[src/rtl/fetch_unit_if.sv]
// ---------------------------------------------------------------------------
// fetch_unit_if
//   Bundles every non-clock/reset signal of the fetch stage.
//   Member names follow the fetch unit's own port directions.
//
//   Redirect from jump/branch unit:
//     redirect_i, redirect_pc_i
//   Instruction memory bus (single outstanding request):
//     imem_addr_o, imem_valid_o   (fetch -> memory)
//     imem_ack_i, imem_data_i     (memory -> fetch)
//   Decode handshake:
//     instr_o, pc_o, valid_o      (fetch -> decode)
//     ready_i                     (decode -> fetch)
//
//   master : the fetch unit
//   slave  : its environment (memory, decode, branch unit)
// ---------------------------------------------------------------------------
interface fetch_unit_if;
  logic        redirect_i;
  logic [31:0] redirect_pc_i;
  logic [31:0] imem_addr_o;
  logic        imem_valid_o;
  logic        imem_ack_i;
  logic [31:0] imem_data_i;
  logic [31:0] instr_o;
  logic [31:0] pc_o;
  logic        valid_o;
  logic        ready_i;

  modport master (
    input  redirect_i, redirect_pc_i, imem_ack_i, imem_data_i, ready_i,
    output imem_addr_o, imem_valid_o, instr_o, pc_o, valid_o
  );

  modport slave (
    output redirect_i, redirect_pc_i, imem_ack_i, imem_data_i, ready_i,
    input  imem_addr_o, imem_valid_o, instr_o, pc_o, valid_o
  );
endinterface

[src/rtl/fetch_unit.sv]
// ---------------------------------------------------------------------------
// fetch_unit
//   Instruction fetch stage. Owns the fetch PC, issues one outstanding word
//   request at a time to instruction memory, buffers returned words in a
//   2-entry FIFO and presents {pc, instr} to decode. A redirect flushes the
//   FIFO and refetches from the (word-aligned) target; a response that was
//   already in flight when the redirect arrived is discarded.
//
//   Ports:
//     clk_i  : core clock, all state updates on the rising edge
//     rst_i  : synchronous reset, active-high
//     bus    : fetch_unit_if.master (redirect, imem bus, decode handshake)
//   Parameter:
//     RESET_PC_ADDR : fetch PC after reset (bits [1:0] must be 0)
// ---------------------------------------------------------------------------
module fetch_unit #(
  parameter logic [31:0] RESET_PC_ADDR = 32'h0001_0000
) (
  input  logic         clk_i,
  input  logic         rst_i,
  fetch_unit_if.master bus
);

  typedef enum logic [1:0] {
    IDLE  = 2'd0,  // no request on the bus
    REQ   = 2'd1,  // live request, data will be buffered
    FLUSH = 2'd2   // stale request after a redirect, data will be dropped
  } state_e;

  state_e      state_q, state_d;
  logic [31:0] fetch_pc_q, fetch_pc_d;
  logic [31:0] pending_pc_q, pending_pc_d;

  logic [31:0] fifo_pc_q    [2];
  logic [31:0] fifo_instr_q [2];
  logic        wr_ptr_q, rd_ptr_q;
  logic [1:0]  count_q, count_d;

  logic        imem_valid;
  logic        fifo_valid;
  logic        flush;
  logic        push;
  logic        pop;
  logic [31:0] redirect_target;

  assign redirect_target = bus.redirect_pc_i & ~32'h3;
  assign imem_valid      = (state_q != IDLE);
  assign fifo_valid      = (count_q != 2'd0);

  // A redirect wins over everything else this cycle: the FIFO empties, the
  // decode pop is ignored and any word acked right now is thrown away.
  assign flush = bus.redirect_i;
  assign push  = (state_q == REQ) && bus.imem_ack_i && !flush;
  assign pop   = fifo_valid && bus.ready_i && !flush;

  always_comb begin
    if (flush) begin
      count_d = 2'd0;
    end else begin
      count_d = count_q + {1'b0, push} - {1'b0, pop};
    end
  end

  // NOTE: every signal driven here gets a default first, so no path leaves
  // one unassigned and no latch is inferred.
  always_comb begin
    state_d      = state_q;
    fetch_pc_d   = fetch_pc_q;
    pending_pc_d = pending_pc_q;

    case (state_q)
      IDLE: begin
        if (flush) begin
          state_d    = REQ;
          fetch_pc_d = redirect_target;
        end else if (count_d < 2'd2) begin
          state_d = REQ;
        end
      end

      REQ: begin
        if (flush) begin
          if (bus.imem_ack_i) begin
            // Bus is free now: restart straight at the target.
            state_d    = REQ;
            fetch_pc_d = redirect_target;
          end else begin
            // Keep the bus address stable until the old request completes.
            state_d      = FLUSH;
            pending_pc_d = redirect_target;
          end
        end else if (bus.imem_ack_i) begin
          fetch_pc_d = fetch_pc_q + 32'd4;
          state_d    = (count_d < 2'd2) ? REQ : IDLE;
        end
      end

      FLUSH: begin
        if (flush) begin
          pending_pc_d = redirect_target;
        end
        if (bus.imem_ack_i) begin
          // The newest target counts, even if it arrives with the ack.
          state_d    = REQ;
          fetch_pc_d = flush ? redirect_target : pending_pc_q;
        end
      end

      default: state_d = IDLE;
    endcase
  end

  // NOTE: sequential state uses non-blocking assignments so every register
  // samples the pre-edge values of the others.
  always_ff @(posedge clk_i) begin
    if (rst_i) begin
      state_q      <= IDLE;
      fetch_pc_q   <= RESET_PC_ADDR;
      pending_pc_q <= RESET_PC_ADDR;
      wr_ptr_q     <= 1'b0;
      rd_ptr_q     <= 1'b0;
      count_q      <= 2'd0;
    end else begin
      state_q      <= state_d;
      fetch_pc_q   <= fetch_pc_d;
      pending_pc_q <= pending_pc_d;
      count_q      <= count_d;
      if (flush) begin
        wr_ptr_q <= 1'b0;
        rd_ptr_q <= 1'b0;
      end else begin
        wr_ptr_q <= wr_ptr_q ^ push;
        rd_ptr_q <= rd_ptr_q ^ pop;
      end
    end
  end

  // NOTE: FIFO storage is not reset; an entry is only ever read after it
  // has been written, and the empty outputs are forced to zero below.
  always_ff @(posedge clk_i) begin
    if (push) begin
      fifo_pc_q[wr_ptr_q]    <= fetch_pc_q;
      fifo_instr_q[wr_ptr_q] <= bus.imem_data_i;
    end
  end

  assign bus.imem_addr_o  = fetch_pc_q;
  assign bus.imem_valid_o = imem_valid;
  assign bus.valid_o      = fifo_valid;
  assign bus.pc_o         = fifo_valid ? fifo_pc_q[rd_ptr_q]    : 32'd0;
  assign bus.instr_o      = fifo_valid ? fifo_instr_q[rd_ptr_q] : 32'd0;

endmodule
[src/flat_wrapper.sv]
// flat-port wrapper written by rule: the top's interface ports become plain ports
module fetch_unit_flat 
#(
  parameter logic [31:0] RESET_PC_ADDR = 32'h0001_0000
)
  (clk_i, rst_i, bus_redirect_i, bus_redirect_pc_i, bus_imem_ack_i, bus_imem_data_i, bus_ready_i, bus_imem_addr_o, bus_imem_valid_o, bus_instr_o, bus_pc_o, bus_valid_o);
  fetch_unit_if bus_i ();
  input  logic clk_i;
  input  logic rst_i;
  input wire logic [$bits(bus_i.redirect_i)-1:0] bus_redirect_i;
  input wire logic [$bits(bus_i.redirect_pc_i)-1:0] bus_redirect_pc_i;
  input wire logic [$bits(bus_i.imem_ack_i)-1:0] bus_imem_ack_i;
  input wire logic [$bits(bus_i.imem_data_i)-1:0] bus_imem_data_i;
  input wire logic [$bits(bus_i.ready_i)-1:0] bus_ready_i;
  output wire logic [$bits(bus_i.imem_addr_o)-1:0] bus_imem_addr_o;
  output wire logic [$bits(bus_i.imem_valid_o)-1:0] bus_imem_valid_o;
  output wire logic [$bits(bus_i.instr_o)-1:0] bus_instr_o;
  output wire logic [$bits(bus_i.pc_o)-1:0] bus_pc_o;
  output wire logic [$bits(bus_i.valid_o)-1:0] bus_valid_o;
  assign bus_i.redirect_i = bus_redirect_i;
  assign bus_i.redirect_pc_i = bus_redirect_pc_i;
  assign bus_i.imem_ack_i = bus_imem_ack_i;
  assign bus_i.imem_data_i = bus_imem_data_i;
  assign bus_i.ready_i = bus_ready_i;
  assign bus_imem_addr_o = bus_i.imem_addr_o;
  assign bus_imem_valid_o = bus_i.imem_valid_o;
  assign bus_instr_o = bus_i.instr_o;
  assign bus_pc_o = bus_i.pc_o;
  assign bus_valid_o = bus_i.valid_o;
  fetch_unit #(.RESET_PC_ADDR(RESET_PC_ADDR)) u_core (.clk_i(clk_i), .rst_i(rst_i), .bus(bus_i));
endmodule
[config.mk]
export PLATFORM = sky130hd
export DESIGN_NAME = fetch_unit_flat
export DESIGN_NICKNAME = d
export VERILOG_FILES = /design/src/rtl/fetch_unit_if.sv /design/src/rtl/fetch_unit.sv /design/src/flat_wrapper.sv
export SDC_FILE = /design/constraint.sdc
export NUM_CORES = 1
export LEC_CHECK = 0
export BUFFER_PORTS_ARGS = -buffer_cell sky130_fd_sc_hd__buf_4
export CORE_ASPECT_RATIO = 0.75
export CORE_MARGIN = 10
export CORE_UTILIZATION = 55
export DETAILED_ROUTE_END_ITERATION = 10
export PLACE_DENSITY = 0.79
export SLEW_MARGIN = 20
export SYNTH_ARGS = -nofsm -noshare
export SYNTH_HDL_FRONTEND = slang
export SYNTH_SLANG_ARGS = --single-unit
[constraint.sdc]
create_clock -name clk_i -period 3.85 [get_ports clk_i]
set_input_delay 0.385 -clock clk_i [delete_from_list [all_inputs] [get_ports clk_i]]
set_output_delay 0.385 -clock clk_i [all_outputs]
set_load 0.02 [all_outputs]
# Word-level counts from Yosys, hierarchy flattened
# Memory sizes are Yosys's and may differ from the RTL's. A register that Yosys moved wholly into a read port is not among the register bits.
# Index checks and enable logic that the tools add are counted.
# Widths: inputs -> output; s select.
classes:
  n_lt_le_gt_ge: 1
  bitwise_logic: 2
  eq_ne: 9
  n_reduce_logical: 14
  muxes: 25
  add_sub_neg: 3
op_table:
  columns: ["cell", "count"]
  rows:
  - ["$mux 32", 10]
  - ["$pmux 32 s3", 1]
  - ["$pmux 32 s2", 1]
  - ["$add 32x3->32 const B", 1]
  - ["$mux 2", 7]
  - ["$ne 2x2->1 const B", 5]
  - ["$pmux 2 s3", 1]
  - ["$reduce_and 3->1", 2]
  - ["$reduce_bool 2->1", 3]
  - ["$mux 1", 5]
  - ["$logic_and 1x1->1", 4]
  - ["$reduce_and 4->1", 1]
  - ["$ne 3x2->1 const B", 1]
  - ["$ne 3x3->1 const B", 1]
  - ["$reduce_bool 3->1", 1]
  - ["$add 2x1->2", 1]
  - ["$eq 2x1->1 const B", 1]
  - ["$eq 2x2->1 const B", 1]
  - ["$logic_not 2->1", 1]
  - ["$lt 2x2->1 const B", 1]
  - ["$reduce_or 2->1", 1]
  - ["$sub 2x1->2", 1]
  - ["$xor 1x1->1", 2]
  - ["$logic_not 1->1", 1]
word_totals:
  n_memories: 2
  output_inout_bits: 98
  wordCells: 62
  regBits: 70
  input_bits: 69
  ram_bits: 128
memory_table:
  columns: ["name", "depth", "width", "rd", "rd_clocked_by_memory_dff", "write_ports", "line_no", "rtl"]
  rows:
  - ["u_core.fifo_instr_q", 2, 32, 1, 1, 1, "fetch_unit.sv:35", "logic [31:0] fifo_instr_q [2];"]
  - ["u_core.fifo_pc_q", 2, 32, 1, 1, 1, "fetch_unit.sv:34", "logic [31:0] fifo_pc_q [2];"]

# Longest topological paths before layout
# Gate-level depths: netlist of the first run.
logic_depth:
  word_depth: 11
  depth_mapped: 12

# Worst setup path before layout of the first run
# No wires, ideal clock.
synth_timing:
  path_type: "register -> register"
  from: "register u_core.state_q[1]"
  to: "memory u_core.fifo_instr_q[1][0], enable pin"
  t_required_ns: 3.421
  period_less_slack_ns: 3.110
  path_stages_with_launch: 7
  t_arrival_ns: 2.681
  path_slack_ns: 0.740
  n_path_buf: 1
  cell_sequence: "dfxtp_1 -> inv_1 -> ha_1 -> nor2b_1 -> clkbuf_1 -> and2_1 -> ha_1"
synth_via:
  elab_chain_len: 5
synth_rtl:
  columns: ["item", "line_no", "rtl"]
  rows:
  - ["from (decl)", "fetch_unit.sv:30", "state_e state_q, state_d;"]
  - ["from (signal assigned)", "fetch_unit.sv:124", "state_q <= state_d;"]
  - ["$eq 2x1->1", "fetch_unit.sv:53", "assign push = (state_q == REQ) && bus.imem_ack_i && !flush;"]
  - ["$logic_and 1x1->1 (2 in a row)", "fetch_unit.sv:53", null]
  - ["$mux 1", "fetch_unit.sv:141", "if (push) begin"]
  - ["$mux 1 (not written as such)", "fetch_unit.sv:143", "fifo_instr_q[wr_ptr_q] <= bus.imem_data_i;"]
  - ["to (decl)", "fetch_unit.sv:35", null]
# No other way between the ends.

# Worst setup path in the final report of the first run
layout_timing:
  from: "register u_core.state_q[1]"
  to: "register u_core.state_q[0]"
layout_via:
  elab_chain_len: 11
  word_cells_on_any_way: 17
  cone_classes: "2 x add/sub; 1 x order compare; 5 x eq/ne; 5 x mux; 4 x reduce/logical"
layout_rtl:
  columns: ["item", "line_no", "rtl"]
  rows:
  - ["$eq 2x1->1", "fetch_unit.sv:53, fetch_unit.sv:71", null]
  - ["$logic_and 1x1->1 (2 in a row)", "fetch_unit.sv:53", null]
  - ["$add 2x1->2", "fetch_unit.sv:60", "count_d = count_q + {1'b0, push} - {1'b0, pop};"]
  - ["$sub 2x1->2", "fetch_unit.sv:60", null]
  - ["$mux 2", "fetch_unit.sv:57", "if (flush) begin"]
  - ["$lt 2x2->1", "fetch_unit.sv:76, fetch_unit.sv:94", null]
  - ["$mux 1", "fetch_unit.sv:94", "state_d = (count_d < 2'd2) ? REQ : IDLE;"]
  - ["$mux 2", "fetch_unit.sv:92", "end else if (bus.imem_ack_i) begin"]
  - ["$mux 2", "fetch_unit.sv:82", "if (flush) begin"]
  - ["$pmux 2 s3", "fetch_unit.sv:71", "case (state_q)"]
# Parallel ways exist; a longest one is shown, timed or not. The select of a mux whose other input is x is not followed.
# A chain may end at the register's enable or synchronous reset.

==> results of run 1 <==
## worst max-delay path by stage
stage / startpoint / to / slack (ns)
floorplan: u_core.state_q[1] / u_core.fifo_instr_q[1][0] / 0.74
global placement: u_core.state_q[1] / u_core.state_q[0] / 1.31
detailed placement: u_core.state_q[1] / u_core.state_q[0] / 1.21
CTS: u_core.state_q[1] / u_core.state_q[0] / 1.20
global route: u_core.state_q[1] / u_core.state_q[0] / 0.88
finish: u_core.state_q[1] / u_core.state_q[0] / 1.12
## Yosys cell counts (all sizes together) (13+ instances only)
cell type / count / area share
nand3: 14 / 0.0085
dfxtp: 70 / 0.16
nor2: 98 / 0.042
clkbuf: 36 / 0.015
o221ai: 13 / 0.013
mux2i: 73 / 0.083
a21oi: 41 / 0.023
o21ai: 29 / 0.016
edfxtp: 128 / 0.44
buf: 17 / 0.0082
nand4: 21 / 0.016
nand2: 78 / 0.033
nor3: 16 / 0.010
## sequential cells by signal (all words and copies together) (netlist names)
| register | cells |
|---|---|
| u_core.bus.imem_addr_o | 32 |
| u_core.count_q | 2 |
| u_core.fifo_instr_q | 64 |
| u_core.fifo_pc_q | 64 |
| u_core.pending_pc_q | 32 |
| u_core.rd_ptr_q | 1 |
| u_core.state_q | 2 |
| u_core.wr_ptr_q | 1 |
## per-stage QoR
stage,cells,instance area (µm²)
global route,1156,10900
finish,1156,10900
floorplan,788,8840
global placement,1124,10300
detailed placement,1124,10300
CTS,1156,10900
## cells by family after synthesis
group                    after synthesis  share of synthesized area
AND/OR/NAND/NOR                      277                      0.149
flip-flops                           198                      0.594
AO/OA/AOI/OAI                        152                      0.119
multiplexers                          74                     0.0840
buffers and inverters                 65                     0.0286
XOR/XNOR                              13                     0.0129
adder cells (fa/ha/maj)                9                     0.0127
## layout by cell type (no fill, tap or decap), drive strengths merged, types with 6 or more instances in the layout
cell / n
buf: 179
edfxtp: 128
nor2: 98
nand2: 78
mux2i: 73
dfxtp: 70
a21oi: 41
o21ai: 29
nand4: 21
inv: 19
clkbuf: 18
nor3: 16
nand3: 14
o221ai: 13
a221oi: 12
a221o: 9
and3: 9
ha: 9
o211ai: 8
xor2: 7
or3: 7
xnor2: 6
and2: 6
## final cells by class
class | count | area, µm²
Multi-Input combinational cell | 525 | 3350
Timing Repair Buffer | 179 | 1370
Tap cell | 210 | 263
Sequential cell | 198 | 5250
Fill cell | 1187 | 4980
Clock buffer | 18 | 429
Clock inverter | 14 | 181
Inverter | 12 | 45.0
## layer usage
layer,vias up,global-route usage,routed length [µm]
li1,3260,-,-
met1,3223,0.303,10600
met2,406,0.303,10100
met3,21,0.0502,2260
met4,0,0.0649,298
met5,-,0,0
## power by group through the flow
stage	Clock (mW)	Combinational, mW	Sequential [mW]
6_report	1.82	0.773	2.54
5_1_grt	1.93	0.832	2.56
4_1_cts	1.84	0.767	2.54
3_5_place_dp	0	0.763	2.58
3_3_place_gp	0	0.752	2.58
2_1_floorplan	0	0.400	2.59
==> flow_summary.json, run 1 <==
{
  "crit_family": "compound AO/OA/AOI/OAI gates",
  "min_to": "u_core.fifo_instr_q[1][11]",
  "reg2reg_to": "u_core.state_q[0]",
  "crit_top_cell": "ha_1",
  "preCtsSetupSlack_ns": 1.21,
  "avgSynthCellArea_um2": 11.2,
  "whs_ns": 0.130,
  "wl_per_cell_um": 20.2,
  "pwr-share-clk": 0.354,
  "drv_cap": 0,
  "tightest_slew_ns": 0.875,
  "antenna_left": 0,
  "gp_congestion": 0.906,
  "p_leak_nw": 3.93,
  "cts_tree": "built",
  "crit_path_start_kind": "flip-flop",
  "clock_latency_ns": 0.44,
  "cts-buffers-inserted": 17,
  "power.density_nw_per_um2": 472,
  "cts_setup_buffers": 0,
  "finalPower_mw": 5.13,
  "hpwl_um": 16100,
  "htree_num_levels": 4,
  "ios": 167,
  "r2r_start": "u_core.state_q[1]",
  "cts_hold_buffers": 0,
  "worstPathArrival_ns": 3.05,
  "wirelength_um": 23300,
  "dr.pass1.iters": 5,
  "die_h_um": 130,
  "core_um2": 15900,
  "cts_resized": 0,
  "synth.distinct_cells": 55,
  "end_kind": "flip-flop",
  "drive_gt1_frac": 0.233,
  "utilization": 0.686,
  "synth-edff-count": 128,
  "slowest_delay_ns": 0.39,
  "clockRootBuffer": "clkbuf_16",
  "vias_per_cell": 5.98,
  "hold_depth": 1,
  "fin_skew_ns": 0.0145,
  "report.final.hold_viol_count": 0,
  "cp_num_buf_inv": 1,
  "yosysSeqAreaShare": 0.594,
  "irDropWorstVdd_uv": 347,
  "dieArea_um2": 21600,
  "hp-start": "bus_imem_data_i[11]",
  "p_comb_frac": 0.151,
  "cp_cell_sequence": "inv_1 -> ha_1 -> nor2b_1 -> and2_1 -> ha_1 -> xor2_1 -> xnor2_1 -> o221ai_1 -> a32o_1",
  "row_count": 40,
  "io_buffers": 164,
  "dr_total_vias": 6910,
  "path_clk_slew_ns": 0.07,
  "synthFlopType": "edfxtp_1",
  "grt_pass1_vias": 6391,
  "drt-initial-drc-count": 1002,
  "fin_setup_tns_ns": 0,
  "syn_inst": 788,
  "drcViolationCount": 0,
  "yosysWarnings": 0,
  "period_needed_ns": 2.73,
  "fmax_mhz": 366,
  "antenna_found_initial": 0,
  "syn_area_um2": 8840,
  "chipWidth_um": 166,
  "rsz0062_at_grt": "no",
  "grt_overflow_total": 0,
  "cts_sinks": 198,
  "critical_path.slowest_cell": "xnor2_1",
  "setup_ws_ns": 1.12,
  "status": "completed",
  "ff2ff_path_depth": 9,
  "grt.total_usage": 0.209,
  "area_growth_pct": 23.2,
  "period_share": 0.709,
  "seq_power_share": 0.495,
  "ys_ff_latch": 198,
  "maxSlewViolCount": 0,
  "worstPathRequired_ns": 4.17,
  "grt_pass1_wl_um": 35900,
  "diodes": 0,
  "fin_nets": 1011,
  "crit_path_max_fanout": 14,
  "cts.path.max_buffers": 2,
  "grt_max_degree": 69,
  "hp-class": "input pin to flip-flop",
  "finalSetupViolCount": 0,
  "slew_headroom": 0.416,
  "initial_core_util": 0.557,
  "synth-async-reset-ratio": 0,
  "rrSetupSlack_ns": 1.12,
  "p_switching_mw": 1.44,
  "crit_type": "flip-flop to flip-flop",
  "syn_nets": 866,
  "p_int_mw": 3.69,
  "switching_share": 0.281,
  "cp.depth": 9
}
No activity file was read; power rests on OpenSTA's default activity.
==> run 2, diff against run 1 <==
Settings changed: CORE_UTILIZATION 55 to 50, PLACE_DENSITY 0.79 to 0.76.
Clock period 3.85 ns to 2.4 ns, I/O delays scaled along.
==> run 2 against run 1 <==
  * Power is 64% higher
  * Sequential share of layout area is 2.5 points lower
  * Critical endpoint is now bus_instr_o[5]
  * Via count rose by 3.1%
  * First-iteration DRC count decreased by 7.5%
  * Hold slack got worse by 0.071 ns
  * Highest routed layer unchanged
  * Register-to-register slack worse by 0.92 ns
  * Global-route usage shrank 0.49 points
  * Worst setup slack got worse by 0.94 ns
  * Routed wire length is 4.9% higher
==> flow_summary.json, run 2 (synthesized netlist as in run 1, its figures left out) <==
{
  "finalPower_mw": 8.42,
  "rsz0062_at_grt": "no",
  "dr.pass1.iters": 6,
  "crit_path_start_kind": "flip-flop",
  "hpwl_um": 16800,
  "die_h_um": 135,
  "path_clk_slew_ns": 0.07,
  "p_comb_frac": 0.171,
  "cts_sinks": 198,
  "cts.path.max_buffers": 2,
  "maxSlewViolCount": 0,
  "gp_congestion": 0.911,
  "drv_cap": 0,
  "period_needed_ns": 2.22,
  "io_buffers": 164,
  "preCtsSetupSlack_ns": 0.191,
  "htree_num_levels": 4,
  "period_share": 0.926,
  "core_um2": 17500,
  "crit_path_max_fanout": 26,
  "antenna_left": 0,
  "initial_core_util": 0.505,
  "status": "completed",
  "reg_top3": "u_core.fifo_instr_q: 64 flops, u_core.fifo_pc_q: 64 flops",
  "fin_skew_ns": 0.0119,
  "clock_latency_ns": 0.43,
  "pwr-share-clk": 0.353,
  "crit_type": "flip-flop to output pin",
  "report.final.hold_viol_count": 0,
  "tightest_slew_ns": 0.695,
  "slew_headroom": 0.537,
  "end_kind": "output pin",
  "irDropWorstVdd_uv": 426,
  "grt_pass1_wl_um": 37900,
  "drt-initial-drc-count": 927,
  "dieArea_um2": 23400,
  "chipWidth_um": 174,
  "layout_common_cells": "buf_4, edfxtp_1, nor2_1",
  "vias_per_cell": 5.72,
  "antenna_found_initial": 0,
  "ios": 167,
  "cts_tree": "built",
  "p_int_mw": 6.10,
  "setup_ws_ns": 0.178,
  "diodes": 0,
  "final_common_cell": "buf_4",
  "grt_max_degree": 65,
  "row_count": 42,
  "worstPathArrival_ns": 1.98,
  "wirelength_um": 24400,
  "finalSetupViolCount": 0,
  "drive_gt1_frac": 0.247,
  "hp-class": "input pin to flip-flop",
  "fin_nets": 1068,
  "area_growth_pct": 29.9,
  "wl_per_cell_um": 19.6,
  "hold_depth": 3,
  "p_switching_mw": 2.32,
  "grt.total_usage": 0.204,
  "ff2ff_path_depth": 8,
  "dr_total_vias": 7123,
  "worstPathRequired_ns": 2.16,
  "grt_pass1_vias": 6517,
  "whs_ns": 0.0583,
  "drcViolationCount": 0,
  "clockRootBuffer": "clkbuf_16",
  "fin_setup_tns_ns": 0,
  "fmax_mhz": 450,
  "p_leak_nw": 4.19,
  "cts-buffers-inserted": 17,
  "seq_power_share": 0.476,
  "power.density_nw_per_um2": 733,
  "switching_share": 0.275,
  "grt_overflow_total": 0
}
run 2: final cells by class:
type / count / area, µm²
fill: 1334 / 6020
clock inverter: 15 / 190
inverter: 12 / 45.0
sequential: 198 / 5250
multi-input combinational: 525 / 3350
clock buffer: 17 / 425
timing repair buffer: 236 / 1910
tap: 242 / 303
run 2: repair_timing:
action | CTS | global route
resized for setup | 0 | 3
hold buffers | 32 | 0
endpoints found under the hold margin | 64 | 0
setup buffers | 0 | 0
setup endpoints to repair | 0 | 2
run 2: final timing paths:
kind / startpoint / to / slack, ns
worst max register to register: u_core.state_q[1] / u_core.bus.imem_addr_o[31] / 0.20
worst min register to register: u_core.pending_pc_q[23] / u_core.pending_pc_q[23] / 0.46
worst max-delay path: u_core.rd_ptr_q / bus_instr_o[5] / 0.18
worst min-delay path: bus_redirect_pc_i[16] / u_core.pending_pc_q[16] / 0.06
run 2: critical path, stage by stage (launching register included):
cell and delay, ns:
dfxtp_4 0.67, buf_12 0.27, mux2i_1 0.31, nor2_1 0.09, buf_4 0.20
run 2: power groups by stage:
stage | Sequential, mW | Clock [mW] | Combinational, mW
finish | 4.01 | 2.97 | 1.44
global route | 4.03 | 3.15 | 1.55
CTS | 4.00 | 3.02 | 1.42
detailed placement | 4.08 | 0 | 1.37
global placement | 4.07 | 0 | 1.35
floorplan | 4.16 | 0 | 0.643
run 2: layer usage:
layer / part of all wire / vias up / track usage / wire (µm)
met5: 0 / - / 0 / 0
met4: 0.013 / 0 / 0.0583 / 329
met3: 0.097 / 22 / 0.0572 / 2380
met2: 0.44 / 386 / 0.296 / 10700
met1: 0.45 / 3344 / 0.291 / 11000
li1: - / 3371 / - / -
run 2: stage by stage:
stage,area (µm²),cells,utilization
floorplan,8840,788,-
global placement,10500,1181,0.602
detailed placement,10500,1181,0.602
CTS,11500,1245,0.656
global route,11500,1245,0.656
finish,11500,1245,0.656
